--- config.mk ---
export PLATFORM = sky130hd
export DESIGN_NAME = soc_bus_initiator
export DESIGN_NICKNAME = d
export VERILOG_FILES = /design/src/rtl/soc_bus_initiator.sv
export SDC_FILE = /design/constraint.sdc
export NUM_CORES = 1
export LEC_CHECK = 0
export ABC_AREA = 0
export BUFFER_PORTS_ARGS = -buffer_cell sky130_fd_sc_hd__buf_2
export CAP_MARGIN = 10
export CORE_ASPECT_RATIO = 0.75
export CORE_MARGIN = 1
export CORE_UTILIZATION = 35
export DETAILED_ROUTE_END_ITERATION = 16
export PLACE_DENSITY_LB_ADDON = 0.05
export SYNTH_ARGS = -nofsm -noshare
export SYNTH_HDL_FRONTEND = slang
export SYNTH_SLANG_ARGS = --single-unit
--- constraint.sdc ---
create_clock -name clk -period 3.2 [get_ports clk]
set_input_delay 0.64 -clock clk [delete_from_list [all_inputs] [get_ports clk]]
set_output_delay 0.64 -clock clk [all_outputs]
set_load 0.005 [all_outputs]
--- src/rtl/soc_bus_initiator.sv ---
// CSR bus initiator: queued commands become single soc_if transactions, one response each.
// Latency push->bus_vld 1 cycle, ->rsp_vld 2 cycles; cmd_rdy drops when the FIFO is full, rsp held until rsp_rdy.

module soc_bus_fifo #(
  parameter int W     = 8,
  parameter int DEPTH = 4
) (
  input  logic         clk,
  input  logic         rst,
  input  logic         push,
  input  logic [W-1:0] din,
  input  logic         pop,
  output logic [W-1:0] dout,
  output logic         full,
  output logic         empty
);
  localparam int PW = $clog2(DEPTH);

  logic [W-1:0]  mem [DEPTH];
  logic [PW-1:0] wr_ptr;
  logic [PW-1:0] rd_ptr;
  logic [PW:0]   count;

  always_ff @(posedge clk) begin
    if (rst) begin
      wr_ptr <= '0;
      rd_ptr <= '0;
      count  <= '0;
    end else begin
      if (push) wr_ptr <= wr_ptr + 1'b1;
      if (pop)  rd_ptr <= rd_ptr + 1'b1;
      case ({push, pop})
        2'b10:   count <= count + 1'b1;
        2'b01:   count <= count - 1'b1;
        default: count <= count;
      endcase
    end
  end

  // Storage carries no reset; validity is tracked by count alone.
  always_ff @(posedge clk) begin
    if (push) mem[wr_ptr] <= din;
  end

  assign dout  = mem[rd_ptr];
  assign full  = (count == (PW+1)'(DEPTH));
  assign empty = (count == '0);
endmodule

module soc_bus_initiator #(
  parameter int AW          = 32,
  parameter int DW          = 32,
  parameter int FIFO_DEPTH  = 4,
  parameter int TIMEOUT_CYC = 255
) (
  input  logic          clk,
  input  logic          rst,
  input  logic          cmd_vld,
  output logic          cmd_rdy,
  input  logic          cmd_we,
  input  logic [AW-1:0] cmd_addr,
  input  logic [DW-1:0] cmd_wdat,
  output logic          rsp_vld,
  input  logic          rsp_rdy,
  output logic [DW-1:0] rsp_rdat,
  output logic          rsp_err,
  output logic          bus_vld,
  output logic          bus_we,
  output logic [AW-1:0] bus_addr,
  output logic [DW-1:0] bus_wdat,
  input  logic [DW-1:0] bus_rdat,
  input  logic          bus_rdy,
  output logic [7:0]    err_cnt
);
  typedef struct packed {
    logic          we;
    logic [AW-1:0] addr;
    logic [DW-1:0] wdat;
  } cmd_t;

  typedef enum logic [1:0] {IDLE, REQ, RSP} state_t;

  localparam int TCW = (TIMEOUT_CYC > 1) ? $clog2(TIMEOUT_CYC) : 1;
  localparam logic [TCW-1:0] TLIM = TCW'((TIMEOUT_CYC > 0) ? TIMEOUT_CYC - 1 : 0);

  state_t         state;
  state_t         state_nxt;
  cmd_t           cmd_in;
  cmd_t           head;
  logic           fifo_full;
  logic           fifo_empty;
  logic           push;
  logic           pop;
  logic           misaligned;
  logic           timeout;
  logic           err_set;
  logic [TCW-1:0] tcnt;

  assign cmd_in  = '{we: cmd_we, addr: cmd_addr, wdat: cmd_wdat};
  assign cmd_rdy = !fifo_full;
  assign push    = cmd_vld && !fifo_full;
  assign pop     = (state == IDLE) && !fifo_empty;

  soc_bus_fifo #(
    .W     ($bits(cmd_t)),
    .DEPTH (FIFO_DEPTH)
  ) u_fifo (
    .clk   (clk),
    .rst   (rst),
    .push  (push),
    .din   (cmd_in),
    .pop   (pop),
    .dout  (head),
    .full  (fifo_full),
    .empty (fifo_empty)
  );

  assign misaligned = |head.addr[1:0];
  assign timeout    = (TIMEOUT_CYC != 0) && (tcnt == TLIM);

  always_ff @(posedge clk) begin
    if (rst) state <= IDLE;
    else     state <= state_nxt;
  end

  always_comb begin
    state_nxt = state;
    err_set   = 1'b0;
    case (state)
      IDLE: begin
        if (!fifo_empty) begin
          state_nxt = misaligned ? RSP : REQ;
          err_set   = misaligned;
        end
      end
      REQ: begin
        if (bus_rdy) begin
          state_nxt = RSP;
        end else if (timeout) begin
          state_nxt = RSP;
          err_set   = 1'b1;
        end
      end
      RSP: begin
        if (rsp_rdy) state_nxt = IDLE;
      end
      default: state_nxt = IDLE;
    endcase
  end

  assign bus_vld = (state == REQ);
  assign rsp_vld = (state == RSP);

  always_ff @(posedge clk) begin
    if (rst) begin
      bus_we   <= 1'b0;
      bus_addr <= '0;
      bus_wdat <= '0;
      rsp_rdat <= '0;
      rsp_err  <= 1'b0;
      err_cnt  <= '0;
      tcnt     <= '0;
    end else begin
      case (state)
        IDLE: begin
          if (!fifo_empty) begin
            if (misaligned) begin
              rsp_err  <= 1'b1;
              rsp_rdat <= '0;
            end else begin
              bus_we   <= head.we;
              bus_addr <= head.addr;
              bus_wdat <= head.wdat;
              tcnt     <= '0;
            end
          end
        end
        REQ: begin
          if (bus_rdy) begin
            rsp_rdat <= bus_we ? '0 : bus_rdat;
            rsp_err  <= 1'b0;
          end else if (timeout) begin
            rsp_rdat <= '0;
            rsp_err  <= 1'b1;
          end else begin
            tcnt <= tcnt + 1'b1;
          end
        end
        default: ;
      endcase
      if (err_set && err_cnt != 8'hFF) err_cnt <= err_cnt + 1'b1;
    end
  end
endmodule
# After elaboration in Yosys (flattened, before gate mapping)
# Memories as Yosys holds them, arrays and structs flattened. A register that Yosys moved wholly into a read port is not among the register bits.
# Cells that the tools add are included.
totals:
  reg_bits: 123
  latchBits: 0
  ram_bits: 260
  mem_bits_ro: 0
  word_cells: 79
  n_memories: 1
op_classes:
  add_sub_neg: 6
  multipliers: 0
  n_div: 0
  n_lt_le_gt_ge: 0
  eq_ne: 14
  n_shift: 0
  muxes: 31
  n_bitwise: 2
  n_reduce_logical: 14
memory_table:
  columns: ["name", "words", "word_bits", "read_ports", "rd_clocked_by_memory_dff", "wr", "line", "source"]
  rows:
  - ["u_fifo.mem", 4, 65, 1, 1, 1, "19", "logic [W-1:0] mem [DEPTH];"]
ops:
  columns: ["operator", "n"]
  rows:
  - ["$mux W32", 5]
  - ["$pmux W32 S2", 1]
  - ["$mux W8", 4]
  - ["$add A8 B1 Y8 const B", 2]
  - ["$pmux W8 S2", 1]
  - ["$mux W2", 7]
  - ["$ne A2 B2 Y1 const B", 5]
  - ["$mux W1", 9]
  - ["$eq A8 B8 Y1 const B", 1]
  - ["$ne A8 B8 Y1 const B", 1]
  - ["$pmux W2 S3", 1]
  - ["$pmux W3 S2", 1]
  - ["$reduce_and A3 Y1", 2]
  - ["$reduce_and A5 Y1", 1]
  - ["$add A2 B1 Y2 const B", 2]
  - ["$eq A2 B1 Y1 const B", 2]
  - ["$eq A2 B2 Y1 const B", 2]
  - ["$pmux W1 S2", 2]
  - ["$reduce_and A4 Y1", 1]
  - ["$reduce_bool A2 Y1", 2]
  - ["$add A3 B1 Y3 const B", 1]
  - ["$eq A3 B3 Y1 const B", 1]
  - ["$logic_and A1 B1 Y1", 3]
  - ["$logic_not A3 Y1", 1]
  - ["7 further kinds", 9]

# Longest topological paths before layout
# Gate-level depths: netlist (run 1).
depth:
  depth_word: 5
  ltp_mapped: 10
  ltp_nobuf: 10

# Modules after synthesis
# Synthesis (run 1) repeated with hierarchy kept, for this count alone.
unflattened:
  hier_cells: 860
  area_unflattened_um2: 14037.2
by_module_without_submodules:
  columns: ["module", "n_inst", "cells_each", "area_each_um2"]
  rows:
  - ["soc_bus_fifo", 1, 386, 9858.2]
  - ["soc_bus_initiator", 1, 474, 4179.0]

# Worst setup path before layout (run 1)
# No wires, ideal clock.
synth_path:
  path_type: "input-to-reg"
  start: "in cmd_vld"
  end: "mem u_fifo.mem[2][0] in the netlist's numbering (enable)"
  setup_time_ps: 430
  arrival_ps: 2217
  path_slack_ps: 553
  path_stages: 1
  n_path_buf: 0
  cell_sequence: "and3_1"
synth_between:
  elab_chain_cells: 3
synth_rtl:
  columns: ["element", "line", "source"]
  rows:
  - ["start, declared", "58", "input logic cmd_vld,"]
  - ["$logic_and A1 B1 Y1", "101", "assign push = cmd_vld && !fifo_full;"]
  - ["$mux W1", "42", "if (push) mem[wr_ptr] <= din;"]
  - ["$mux W1 (implied by the code)", "42", null]
  - ["end, declared", "19", null]
# No other way between the ends.

==> results of run 1 <==
==> worst max-delay path, cell delays in order (launching register included) <==
cell	delay, ns
dfxtp_4	0.36
nor4b_1	0.40
nor4_1	0.11
buf_4	0.17
nor3_4	0.81
buf_12	0.36
nand2_1	0.09
a21oi_1	0.13
==> report_power, final <==
part / internal (µW) / switching [µW] / total (µW)
clock network: 2670 / 1900 / 4570
registers: 5910 / 221 / 6130
logic: 1110 / 1470 / 2580
total: 9690 / 3600 / 13300
==> layer usage <==
layer  up-vias  GRT usage  wire (µm)
met5         -          0         19
met2       169      0.241      14300
met3        43     0.0377       1590
met1      3911      0.217      14800
met4         4     0.0400        496
li1       3735          -          -
==> stage by stage <==
stage | instance area [µm²] | power, µW | utilization | cells
after floorplan | 13900 | 7900 | - | 861
after global placement | 15700 | 8920 | 0.405 | 1560
after detailed placement | 15700 | 8910 | 0.405 | 1560
after CTS | 17000 | 13500 | 0.438 | 1636
after global routing | 17000 | 14000 | 0.438 | 1636
final | 17000 | 13300 | 0.438 | 1638
==> flip-flops by register name (all words and copies together), names as in the netlist, named ones only <==
signal         count
rsp_err            1
bus_wdat          32
tcnt               8
u_fifo.count       3
state              2
u_fifo.rd_ptr      2
rsp_rdat          32
err_cnt            8
bus_addr          32
u_fifo.wr_ptr      2
bus_we             1
u_fifo.mem       260
==> cell families after synthesis <==
kind of cell,after synthesis,share of synthesized area
DFF,385,0.743
and+or+nand+nor,207,0.0650
AOI/OAI and AO/OA,125,0.0560
muxes,64,0.103
buffers and inverters,58,0.0167
xor gates and xnor gates,13,0.00820
adders and majority gates,9,0.00865
==> worst max-delay path by stage <==
stage / start / to / slack, ns / cells after the start
3_3_place_gp: flip-flop / bus_wdat[4] / 0.64 / 7
4_1_cts: flip-flop / bus_addr[30] / 0.57 / 7
2_1_floorplan: cmd_vld / u_fifo.mem[2][0] / 0.55 / 1
5_1_grt: flip-flop / bus_addr[30] / 0.39 / 7
6_report: flip-flop / bus_addr[24] / 0.65 / 7
3_5_place_dp: flip-flop / bus_wdat[9] / 0.62 / 7
==> placed cells by master, fill, tap and decap left out, types with 3 or more instances in the layout <==
master,n
edfxtp_1,260
buf_2,209
nand2_1,137
dfxtp_1,123
a21oi_1,74
mux4_2,63
clkbuf_16,43
a22o_1,33
nor2_1,26
buf_4,16
inv_1,14
clkbuf_1,12
clkinv_1,9
ha_1,8
or3_1,7
xor2_1,7
nand3_1,6
xnor2_1,6
o21ai_0,6
buf_12,6
nand4_1,5
clkinv_2,5
and3_4,4
and3_1,3
a211oi_1,3
==> final cells by class <==
type                       instances  share of cell area
timing repair buffer             231              0.0758
clock inverter                    19             0.00833
sequential                       385               0.608
clock buffer                      57              0.0677
multi-input combinational        418               0.199
tap                              512              0.0377
inverter                          14             0.00310
antenna                            2            0.000295
==> results.yml, run 1 <==
layout:
  syn_to_final_growth_pct: 22.2
  num-fill-cells: 3513
  nets: 1202
  drive_gt1_frac: 0.324
  multi_input_area_um2: 3380
  regArea_um2: 10300
place:
  port_buffers: 210
  place.gp.congestion: 0.720
  dp_worst_setup_slack_ns: 0.615
  hpwl_um: 18300
floorplanning:
  dieHeight_um: 174
  io_pins: 211
  die-area_um2: 40500
  die_width_um: 232
  initial_core_util: 0.359
  rows: 62
  core_um2: 38700
hold_path:
  min_path_type: "in2reg"
  min_from: "cmd_wdat[13]"
  holdPathEnd: "u_fifo.mem[0][13]"
  min_path_cells: 1
worst_setup_path:
  r2r_cells: 7
  critPathMaxFanout: 44
  criticalPathCategory: "reg2reg"
  arrival_ns: 3.00
  start_kind: "flip-flop"
  required_ns: 3.65
  reg2reg_to: "bus_addr[24]"
  end_kind: "flip-flop"
  r2r_slack_ns: 0.65
timing:
  report.final.slew_viol_count: 0
  skew_ns: 0.0217
  tns_ns: 0
  hold_violations: 0
  setup_viol: 0
  period_needed_ns: 2.55
  holdWs_ns: 0.318
  setup_ws_ns: 0.650
  fmax_mhz: 392
  slew-limit-headroom: 0.281
  finalCritPeriodShare: 0.797
  rsz0062_at_grt: "false"
  worst_pin_slew_ns: 1.07
global_routing:
  grt_max_degree: 45
  track_usage: 0.155
  grt_pass1_wl_um: 47600
  overflow: 0
  antenna_found_initial: 4
  first_global_vias: 7943
clock_network:
  cts_sinks: 385
  hold_buffers: 0
  clk-insertion-delay-late_ns: 0.54
  clk_path_buf_depth: 3
  cts_buffers: 41
  cts_setup_buffers: 0
  cts.repair.resized: 0
  clk_pin_slew_ns: 0.06
  h-tree-depth: 2
  cts_tree: "done"
  cts-root-buf: "clkbuf_16"
logic_synthesis:
  syn_avg_cell_area_um2: 16.1
  yosys.area.top_type: "edfxtp_1"
  syn_nets: 972
  synth_common_cells: "260 x edfxtp_1, 138 x nand2_1, 125 x dfxtp_1"
  synth_most_common_cell: "edfxtp_1"
  synthDistinctLibCells: 42
  async_reset_ff_frac: 0
  syn_area_um2: 13900
  yosys.area.top_type_share: 0.562
  synthTopCellsByArea: "edfxtp_1 56%, dfxtp_1 18%, mux4_2 10%"
  synth_edf_count: 260
  synthFlopType: "edfxtp_1"
  ys_seq_area_frac: 0.743
  yosysWarnings: 0
  synth_seq_cells: 385
  syn_inst: 861
drt:
  drc: 0
  drt_iter0_drc: 429
  drt_wl_total_um: 31200
  ant_nets: 0
  routedWlPerCell_um: 19.1
  dr.pass1.iters: 5
  vias: 7862
  vias_per_cell: 4.80
job:
  drv_cap: 0
outcome:
  status: "complete, no violations"
power_and_ir_drop:
  power_leakage_uw: 0.00606
  p_per_area_nw_per_um2: 783
  peakVddDrop_v: 0.000388
No activity file was read; power rests on OpenSTA's default activity.
==> run 2: changes to the inputs <==
--- a/config.mk
+++ b/config.mk
@@ -5,7 +5,7 @@
 export SDC_FILE = /design/constraint.sdc
 export NUM_CORES = 1
 export LEC_CHECK = 0
-export ABC_AREA = 0
+export ABC_AREA = 1
 export BUFFER_PORTS_ARGS = -buffer_cell sky130_fd_sc_hd__buf_2
 export CAP_MARGIN = 10
 export CORE_ASPECT_RATIO = 0.75
==> constraint.sdc (replaced) <==
create_clock -name clk -period 2.3 [get_ports clk]
set_input_delay 0.46 -clock clk [delete_from_list [all_inputs] [get_ports clk]]
set_output_delay 0.46 -clock clk [all_outputs]
set_load 0.005 [all_outputs]
==> run 2 against run 1 <==
  * Final area is 4.8% higher
  * Clock power grew 39%
  * Via count up 30%
  * Critical path type unchanged
==> results.yml, run 2 <==
timing:
  period_needed_ns: 1.98
  setup_ws_ns: 0.318
  setup_viol: 0
  hold_violations: 0
  skew_ns: 0.0135
  report.final.slew_viol_count: 0
  slew-limit-headroom: 0.470
  worst_pin_slew_ns: 0.795
  fmax_mhz: 505
  finalCritPeriodShare: 0.862
  rsz0062_at_grt: "false"
floorplanning:
  die_width_um: 239
  initial_core_util: 0.358
  io_pins: 211
  core_um2: 41200
  die-area_um2: 43100
  rows: 64
  dieHeight_um: 180
logic_synthesis:
  synthFlopType: "edfxtp_1"
  synth_edf_count: 260
  synthDistinctLibCells: 31
  synth_common_cells: "313 x nor2_1, 260 x edfxtp_1, 170 x o21ai_0"
  synth_seq_cells: 385
  syn_nets: 1453
  ys_seq_area_frac: 0.698
  synth_most_common_cell: "nor2_1"
  yosys.area.top_type_share: 0.528
  syn_inst: 1342
  synthTopCellsByArea: "edfxtp_1 53%, dfxtp_1 17%, nor2_1 7.9%"
  yosys.area.top_type: "edfxtp_1"
  syn_avg_cell_area_um2: 11.0
  yosysWarnings: 0
  syn_area_um2: 14800
  async_reset_ff_frac: 0
worst_setup_path:
  cp-endpoint: "u_fifo.count[2]"
  worstSetupStartpoint: "state[1]"
  r2r_cells: 10
  r2r_start: "state[1]"
  end_kind: "flip-flop"
  required_ns: 2.72
  critPathMaxFanout: 5
  start_kind: "flip-flop"
  criticalPathCategory: "reg2reg"
  r2r_slack_ns: 0.32
  arrival_ns: 2.40
  reg2reg_to: "u_fifo.count[2]"
global_routing:
  grt_pass1_wl_um: 58600
  use_met2: 0.266
  gr-usage-met1: 0.254
  use_met3: 0.0359
  track_usage: 0.175
  gr-max-usage-layer: "met2"
  antenna_found_initial: 6
  grt_max_degree: 127
  overflow: 0
  first_global_vias: 9808
drt:
  drc: 0
  routedWlPerCell_um: 17.6
  drt_iter0_drc: 464
  ant_nets: 0
  vias_per_cell: 4.80
  dr.pass1.iters: 5
  vias: 10200
  drt_wl_total_um: 37500
clock_network:
  cts-root-buf: "clkbuf_16"
  h-tree-depth: 2
  clk_path_buf_depth: 3
  hold_buffers: 0
  cts_sinks: 385
  cts_buffers: 40
  clk-insertion-delay-late_ns: 0.53
  clk_pin_slew_ns: 0.06
  cts_tree: "done"
power_and_ir_drop:
  p_per_area_nw_per_um2: 1200
  peakVddDrop_v: 0.000607
  power_leakage_uw: 0.00680
layout:
  num-fill-cells: 4026
  nets: 1648
  drive_gt1_frac: 0.206
  layout_commonest_cell: "nor2_1"
  final_cell_mix: "307 x nor2_1, 260 x edfxtp_1, 210 x buf_2"
  largest_register_ffs: 260
  syn_to_final_growth_pct: 20.4
  utilization: 0.431
  top_register: "u_fifo.mem"
place:
  place.gp.congestion: 0.779
  port_buffers: 210
  hpwl_um: 21100
  dp_worst_setup_slack_ns: 0.217
outcome:
  status: "complete, no violations"
hold_path:
  min_path_cells: 1
  min_path_type: "in2reg"
job:
  drv_cap: 0
==> run 2: cell count changes in the layout (fill, tap and decap cells not counted), moves of 33 or more <==
| cell | change |
|---|---|
| o21ai_0 | +164 |
| o22ai_1 | +62 |
| nor2_1 | +281 |
| mux4_2 | -63 |
| a22o_1 | -33 |
| nand3_1 | +49 |
==> run 2: kinds of logic after synthesis <==
family	share of synthesized area
and+or+nand+nor	0.137
DFF	0.698
AOI/OAI and AO/OA	0.117
buffers and inverters	0.0373
adders and majority gates	0.00813
xor gates and xnor gates	0.00356
==> run 2: worst min path at each step <==
stage | slack, ns | to | startpoint
after floorplan | 0.44 | flip-flop | u_fifo.rd_ptr[1]
after global placement | 0.43 | bus_addr[0] | bus_addr[0]
after detailed placement | 0.44 | bus_addr[0] | bus_addr[0]
after CTS | 0.11 | u_fifo.mem[1][46] | cmd_addr[14]
after global routing | 0.12 | u_fifo.mem[0][51] | cmd_addr[19]
final | 0.14 | u_fifo.mem[0][50] | cmd_addr[18]
==> run 2: power breakdown <==
part	total (µW)	switching, µW	internal (µW)
combinational	6030	3970	2060
sequential	9040	450	8590
clock	6360	2650	3710
total	21400	7060	14400
==> run 2: timing repair <==
item,in CTS,in global routing
setup buffers,0,0
endpoints found under the setup margin,0,1
resized for setup,0,1
==> run 2: critical path, cell delays in order (launching register included) <==
cell     delay [ns]
dfxtp_1        0.36
nor2_2         0.23
nand2_1        0.11
inv_1          0.08
ha_1           0.14
inv_1          0.07
fa_1           0.43
a21oi_1        0.14
o21ai_0        0.11
o21ai_0        0.15
a21oi_1        0.06
==> run 2: layer usage <==
layer	share of wire	vias to the layer above
li1	-	5094
met1	0.49	4929
met2	0.44	167
met3	0.047	49
met4	0.018	4
met5	0.00080	-
==> run 2: layout make-up <==
cell class                 instances  area (µm²)  area share
clock inverter                    17         163     0.00914
antenna                            5        12.5    0.000703
multi-input combinational        840        3960       0.223
inverter                          33         128     0.00717
timing repair buffer             237        1400      0.0789
clock buffer                      55        1110      0.0623
sequential                       385       10300       0.580
tap                              561         702      0.0395
==> run 2: through the flow <==
stage	total power, µW	hold WS (ns)	cell area, µm²	setup TNS (ns)	std cells
finish	21400	0.142	17800	0	2133
global route	22900	0.122	17800	0	2129
CTS	21800	0.113	17800	0	2128
detailed placement	15300	0.438	16500	0	2056
global placement	15300	0.432	16500	0	2056
floorplan	13300	0.436	14800	-138.83	1342
